==> config.mk <==
export PLATFORM = sky130hd
export DESIGN_NAME = axi4_r_sender
export DESIGN_NICKNAME = d
export VERILOG_FILES = /design/src/rtl/axi_rab_pkg.sv /design/src/rtl/axi4_r_drop_fifo.sv /design/src/rtl/axi4_r_sender.sv
export SDC_FILE = /design/constraint.sdc
export NUM_CORES = 1
export LEC_CHECK = 0
export CAP_MARGIN = 0
export CORE_MARGIN = 1
export CORE_UTILIZATION = 51
export CTS_BUF_LIST = sky130_fd_sc_hd__clkbuf_16
export CTS_CLUSTER_SIZE = 25
export DETAILED_ROUTE_END_ITERATION = 8
export MAX_ROUTING_LAYER = met4
export PLACE_DENSITY = 0.85
export SLEW_MARGIN = 10
export SYNTH_ARGS = -nofsm -noshare
export SYNTH_HDL_FRONTEND = slang
export SYNTH_SLANG_ARGS = --single-unit
==> constraint.sdc <==
create_clock -name axi4_aclk -period 6.25 [get_ports axi4_aclk]
set_input_delay 0.625 -clock axi4_aclk [delete_from_list [all_inputs] [get_ports axi4_aclk]]
set_output_delay 0.625 -clock axi4_aclk [all_outputs]
set_load 0.01 [all_outputs]
==> src/rtl/axi_rab_pkg.sv <==
// Shared types and constants for the AXI4 R-channel drop sender.
// Holds the FSM state enum, the SLVERR code and the drop-request entry.
package axi_rab_pkg;

   localparam int unsigned MAX_ID_WIDTH   = 16;
   localparam int unsigned MAX_USER_WIDTH = 16;

   localparam logic [1:0] RRESP_SLVERR = 2'b10;

   typedef enum logic {
      FWD  = 1'b0,
      DROP = 1'b1
   } r_state_t;

   // id/user are sized for the widest supported bus; narrower buses
   // use the low bits only.
   typedef struct packed {
      logic [7:0]                len;
      logic [MAX_ID_WIDTH-1:0]   id;
      logic [MAX_USER_WIDTH-1:0] user;
   } drop_entry_t;

endpackage

==> src/rtl/axi4_r_drop_fifo.sv <==
// Drop-request queue: push/pop with full/empty and first-word head.
// Ports: clk, rst_n, push, pop, din, head, full, empty.
module axi4_r_drop_fifo
   import axi_rab_pkg::*;
#(
   parameter int unsigned DEPTH = 4
) (
   input  logic        clk,
   input  logic        rst_n,
   input  logic        push,
   input  logic        pop,
   input  drop_entry_t din,
   output drop_entry_t head,
   output logic        full,
   output logic        empty
);

   localparam int unsigned PW = $clog2(DEPTH);

   // Extra MSB separates full (MSBs differ) from empty (all equal).
   logic [PW:0] wr_ptr;
   logic [PW:0] rd_ptr;
   drop_entry_t mem [DEPTH];

   logic do_push;
   logic do_pop;

   assign do_push = push && !full;
   assign do_pop  = pop && !empty;

   assign empty = (wr_ptr == rd_ptr);
   assign full  = (wr_ptr[PW] != rd_ptr[PW]) &&
                  (wr_ptr[PW-1:0] == rd_ptr[PW-1:0]);
   assign head  = mem[rd_ptr[PW-1:0]];

   always_ff @(posedge clk or negedge rst_n) begin
      if (!rst_n) begin
         wr_ptr <= '0;
         rd_ptr <= '0;
      end else begin
         if (do_push) wr_ptr <= wr_ptr + 1'b1;
         if (do_pop)  rd_ptr <= rd_ptr + 1'b1;
      end
   end

   always_ff @(posedge clk) begin
      if (do_push) mem[wr_ptr[PW-1:0]] <= din;
   end

endmodule

==> src/rtl/axi4_r_sender.sv <==
// R-channel sender: forwards upstream R beats, or injects SLVERR bursts
// for dropped reads. Ports: drop_* request side, m_axi4_r* in, s_axi4_r* out.
module axi4_r_sender
   import axi_rab_pkg::*;
#(
   parameter int unsigned AXI_DATA_WIDTH  = 32,
   parameter int unsigned AXI_ID_WIDTH    = 4,
   parameter int unsigned AXI_USER_WIDTH  = 4,
   parameter int unsigned DROP_FIFO_DEPTH = 4
) (
   input  logic                      axi4_aclk,
   input  logic                      axi4_arstn,
   input  logic                      drop_i,
   output logic                      drop_ready_o,
   input  logic [7:0]                drop_len_i,
   input  logic [AXI_ID_WIDTH-1:0]   drop_id_i,
   input  logic [AXI_USER_WIDTH-1:0] drop_user_i,
   output logic                      done_o,
   input  logic [AXI_ID_WIDTH-1:0]   m_axi4_rid,
   input  logic [1:0]                m_axi4_rresp,
   input  logic [AXI_DATA_WIDTH-1:0] m_axi4_rdata,
   input  logic                      m_axi4_rlast,
   input  logic                      m_axi4_rvalid,
   input  logic [AXI_USER_WIDTH-1:0] m_axi4_ruser,
   output logic                      m_axi4_rready,
   output logic [AXI_ID_WIDTH-1:0]   s_axi4_rid,
   output logic [1:0]                s_axi4_rresp,
   output logic [AXI_DATA_WIDTH-1:0] s_axi4_rdata,
   output logic                      s_axi4_rlast,
   output logic                      s_axi4_rvalid,
   output logic [AXI_USER_WIDTH-1:0] s_axi4_ruser,
   input  logic                      s_axi4_rready
);

   if (AXI_ID_WIDTH > MAX_ID_WIDTH || AXI_USER_WIDTH > MAX_USER_WIDTH) begin : g_chk
      $error("axi4_r_sender: id/user width exceeds package maximum");
   end

   r_state_t    state_q, state_d;
   logic        in_burst_q, in_burst_d;
   logic [7:0]  cnt_q, cnt_d;
   logic        done_d;
   logic        pop;
   logic        fifo_full;
   logic        fifo_empty;
   drop_entry_t push_entry;
   drop_entry_t head;
   logic        last_beat;
   logic        unused_head;

   always_comb begin
      push_entry = '0;
      push_entry.len = drop_len_i;
      push_entry.id[AXI_ID_WIDTH-1:0] = drop_id_i;
      push_entry.user[AXI_USER_WIDTH-1:0] = drop_user_i;
   end

   axi4_r_drop_fifo #(
      .DEPTH (DROP_FIFO_DEPTH)
   ) u_fifo (
      .clk   (axi4_aclk),
      .rst_n (axi4_arstn),
      .push  (drop_i),
      .pop   (pop),
      .din   (push_entry),
      .head  (head),
      .full  (fifo_full),
      .empty (fifo_empty)
   );

   assign drop_ready_o = !fifo_full;
   assign last_beat    = (cnt_q == head.len);
   assign unused_head  = ^{head.id, head.user};

   always_ff @(posedge axi4_aclk or negedge axi4_arstn) begin
      if (!axi4_arstn) begin
         state_q    <= FWD;
         in_burst_q <= 1'b0;
         cnt_q      <= '0;
         done_o     <= 1'b0;
      end else begin
         state_q    <= state_d;
         in_burst_q <= in_burst_d;
         cnt_q      <= cnt_d;
         done_o     <= done_d;
      end
   end

   always_comb begin
      state_d       = state_q;
      in_burst_d    = in_burst_q;
      cnt_d         = cnt_q;
      done_d        = 1'b0;
      pop           = 1'b0;
      s_axi4_rid    = m_axi4_rid;
      s_axi4_rresp  = m_axi4_rresp;
      s_axi4_rdata  = m_axi4_rdata;
      s_axi4_rlast  = m_axi4_rlast;
      s_axi4_rvalid = m_axi4_rvalid;
      s_axi4_ruser  = m_axi4_ruser;
      m_axi4_rready = s_axi4_rready;
      unique case (state_q)
         FWD: begin
            if (!fifo_empty && !in_burst_q) begin
               // Bubble: block both sides for one cycle, then drop.
               s_axi4_rvalid = 1'b0;
               m_axi4_rready = 1'b0;
               state_d       = DROP;
               cnt_d         = '0;
            end else if (m_axi4_rvalid && s_axi4_rready) begin
               in_burst_d = !m_axi4_rlast;
            end
         end
         DROP: begin
            s_axi4_rvalid = 1'b1;
            s_axi4_rresp  = RRESP_SLVERR;
            s_axi4_rdata  = '0;
            s_axi4_rid    = head.id[AXI_ID_WIDTH-1:0];
            s_axi4_ruser  = head.user[AXI_USER_WIDTH-1:0];
            s_axi4_rlast  = last_beat;
            m_axi4_rready = 1'b0;
            if (s_axi4_rready) begin
               if (last_beat) begin
                  pop     = 1'b1;
                  done_d  = 1'b1;
                  state_d = FWD;
                  cnt_d   = '0;
               end else begin
                  cnt_d = cnt_q + 8'd1;
               end
            end
         end
         default: ;
      endcase
   end

endmodule
==> out/qor.yml <==
status:
  outcome: "finished, final reports clean"
clock_tree:
  cts_tree: "done"
  cts.sinks: 81
  htree_levels: 3
  postCtsSetupRepairBufs: 0
  postCtsResizedCells: 0
  cts_buffer_depth: 2
  cts_made_buffers: 9
  clock_latency_ns: 0.34
  clkTransAtPathRegs_ns: 0.06
  root_buffer: "clkbuf_16"
  cts.hold.buffers_added: 0
layout:
  area_delta_synth_final_pct: 39.1
  n_antenna_cell: 0
  nets: 414
  fillerInstances: 447
  drive_gt1_frac: 0.0974
  final_cells: 445
floorplan:
  die_height_um: 88.0
  rows: 30
  core_area_um2: 6980
  io_pins: 111
  start_util: 0.540
  dieArea_um2: 7740
  fp.dieW_um: 88.0
detailed_routing:
  post_drt_wl_per_cell_um: 17.6
  drtAntennaViolNets: 0
  vias: 2399
  wl_met3_um: 621
  drt_iter0_markers: 148
  drc_errors: 0
  via_per_inst: 5.39
  met2_length_um: 3880
  met1_length_um: 3210
  dr.max_layer_used: "met4"
  wirelength_um: 7820
  firstDrtPassIters: 4
worst_setup_path:
  timing.rr.end: "u_fifo.rd_ptr[1]"
  timing.rr.start: "u_fifo.rd_ptr[0]"
  cp.arrival_ns: 3.59
  end_kind: "output pin"
  crit_chain: "mux4_1 -> xnor2_1 -> nand4_2 -> nor2_1 -> mux2_2 -> clkdlybuf4s50_1"
  r2r_cells: 5
  crit_type: "register to output pin"
  crit_path_max_incr_delay_ns: 1.12
  rrSetupSlack_ns: 3.15
  start_kind: "register"
  crit_slowest_cell: "dfrtp_1"
  crit_fanout: 19
  cp_data_required_time_ns: 5.62
min_path:
  min_from: "u_fifo.wr_ptr[2]"
  min_path_type: "register to register"
  hold_depth: 1
  min_to: "u_fifo.wr_ptr[2]"
timing:
  maxSlewViolCount: 0
  rsz0062_at_grt: "false"
  setup_viol: 0
  min_period_ns: 4.22
  setup_tns_ns: 0
  hold_viol_final: 0
  clock_skew_ns: 0.00686
  max-slew-margin-rel: 0.222
  tightestPinTransition_ns: 1.17
  fmax_mhz: 237
  finalCritPeriodShare: 0.675
place:
  dpl.cell_count: 429
  io_buffers: 110
  hpwl_um: 5240
  place.gp.congestion: 0.796
pwr:
  p_leak_nw: 1.84
  ir_drop_uv: 290
  p_per_area_nw_per_um2: 332
grt:
  grt_max_degree: 46
  grt_pass1_wl_um: 12000
  grt_overflow: 0
  grt_pass1_vias: 2404
  antenna_found_initial: 0
  grt_usage: 0.222
logic_synthesis:
  synth_edf_count: 64
  syn_inst: 232
  synth.distinct_cells: 40
  yosysTopAreaCell: "edfxtp_1"
  ys_async_sr_fraction: 0.210
  synthTopCellsByArea: "edfxtp_1 51%, dfrtp_1 11%, mux4_1 9.8%, nor2b_1 5.5%, mux2_2 2.7%"
  syn_area_um2: 3770
  yosysMostFrequentCell: "edfxtp_1"
  synth-seq-cells: 81
  synth.net_count: 302
  syn_avg_cell_area_um2: 16.2
  synth_warnings: 0
  synth_commonest_cells: "64 x edfxtp_1, 33 x nor2b_1, 17 x dfrtp_1"
  synthFlopType: "edfxtp_1"
  ys_seq_area_frac: 0.623
  synth_top_cell_area_share: 0.510
run:
  maxCapViolCount: 0
==> registers in the layout, indices dropped and copies added (netlist names) <==
register	cells
u_fifo.wr_ptr	3
in_burst_q	1
cnt_q	8
u_fifo.mem	64
u_fifo.rd_ptr	3
state_q	1
done_o	1
==> layer usage <==
metal,up-vias,global-route usage
li1,1109,-
met1,1184,0.264
met2,95,0.351
met3,11,0.0735
met4,0,0.0864
met5,-,-
==> critical path: cells and delay by family (launching register included) <==
kind                      cells  cell delay, ns
buffers and inverters         1            0.53
and+or+nand+nor               2            0.50
muxes                         2            0.89
xor gates and xnor gates      1            0.20
DFF                           1            1.12
==> cell type report <==
| cell class | count | area (µm²) | area share |
|---|---|---|---|
| clock inverter | 7 | 76.3 | 0.0146 |
| multi-input combinational | 138 | 1350 | 0.258 |
| timing repair buffer | 111 | 1110 | 0.212 |
| clock buffer | 9 | 225 | 0.0430 |
| inverter | 3 | 11.3 | 0.00215 |
| tap | 96 | 120 | 0.0229 |
| sequential | 81 | 2350 | 0.448 |
==> kinds of logic (layout without fill, tap and decap cells) <==
| logic type | Yosys count | after routing | share of synthesized area |
|---|---|---|---|
| AO/OA/AOI/OAI | 17 | 17 | 0.0359 |
| buffers and inverters | 13 | 130 | 0.0183 |
| flip-flops | 81 | 81 | 0.623 |
| adder cells (fa/ha/maj) | 6 | 6 | 0.0199 |
| AND/OR/NAND/NOR | 69 | 69 | 0.112 |
| multiplexers | 26 | 26 | 0.139 |
| XOR/XNOR | 20 | 20 | 0.0515 |
==> layout by cell type (no fill, tap or decap), drive strengths merged, types with 3 or more instances in the layout <==
cell type	instances
nand2	6
xnor2	12
o31ai	3
mux2	10
and2	3
a31oi	3
dfrtp	17
and3	6
ha	6
edfxtp	64
xor2	8
nor2b	33
o21ai	5
inv	6
clkdlybuf4s50	110
mux4	16
clkbuf	9
nor2	9
==> how the worst max path moves through the flow <==
stage,startpoint,endpoint,slack (ns),cells past startpoint
after global placement,u_fifo.rd_ptr[0],s_axi4_rlast,2.56,6
after floorplan,u_fifo.rd_ptr[1],s_axi4_rlast,3.78,7
after global routing,u_fifo.rd_ptr[0],s_axi4_rlast,1.89,6
after detailed placement,u_fifo.rd_ptr[0],s_axi4_rlast,2.42,6
after CTS,u_fifo.rd_ptr[0],s_axi4_rlast,2.04,6
final,u_fifo.rd_ptr[0],s_axi4_rlast,2.03,6
==> where the power goes <==
group | total (mW) | internal [mW] | switching (mW) | leakage, nW
sequential | 0.787 | 0.705 | 0.0824 | 0.802
clock | 0.531 | 0.313 | 0.218 | 0.144
combinational | 0.421 | 0.221 | 0.199 | 0.889
total | 1.74 | 1.24 | 0.500 | 1.84
==> metrics by stage <==
| stage | setup slack, ns | instance area [µm²] | hold WS (ns) | utilization | power [mW] |
|---|---|---|---|---|---|
| floorplan | 3.78 | 3770 | 0.329 | - | 1.05 |
| global placement | 2.56 | 4940 | 0.480 | 0.708 | 1.19 |
| detailed placement | 2.42 | 4940 | 0.487 | 0.708 | 1.21 |
| CTS | 2.04 | 5240 | 0.497 | 0.751 | 1.75 |
| global route | 1.89 | 5240 | 0.503 | 0.751 | 1.81 |
| finish | 2.03 | 5240 | 0.493 | 0.751 | 1.74 |
(Power assumes the default switching activity.)
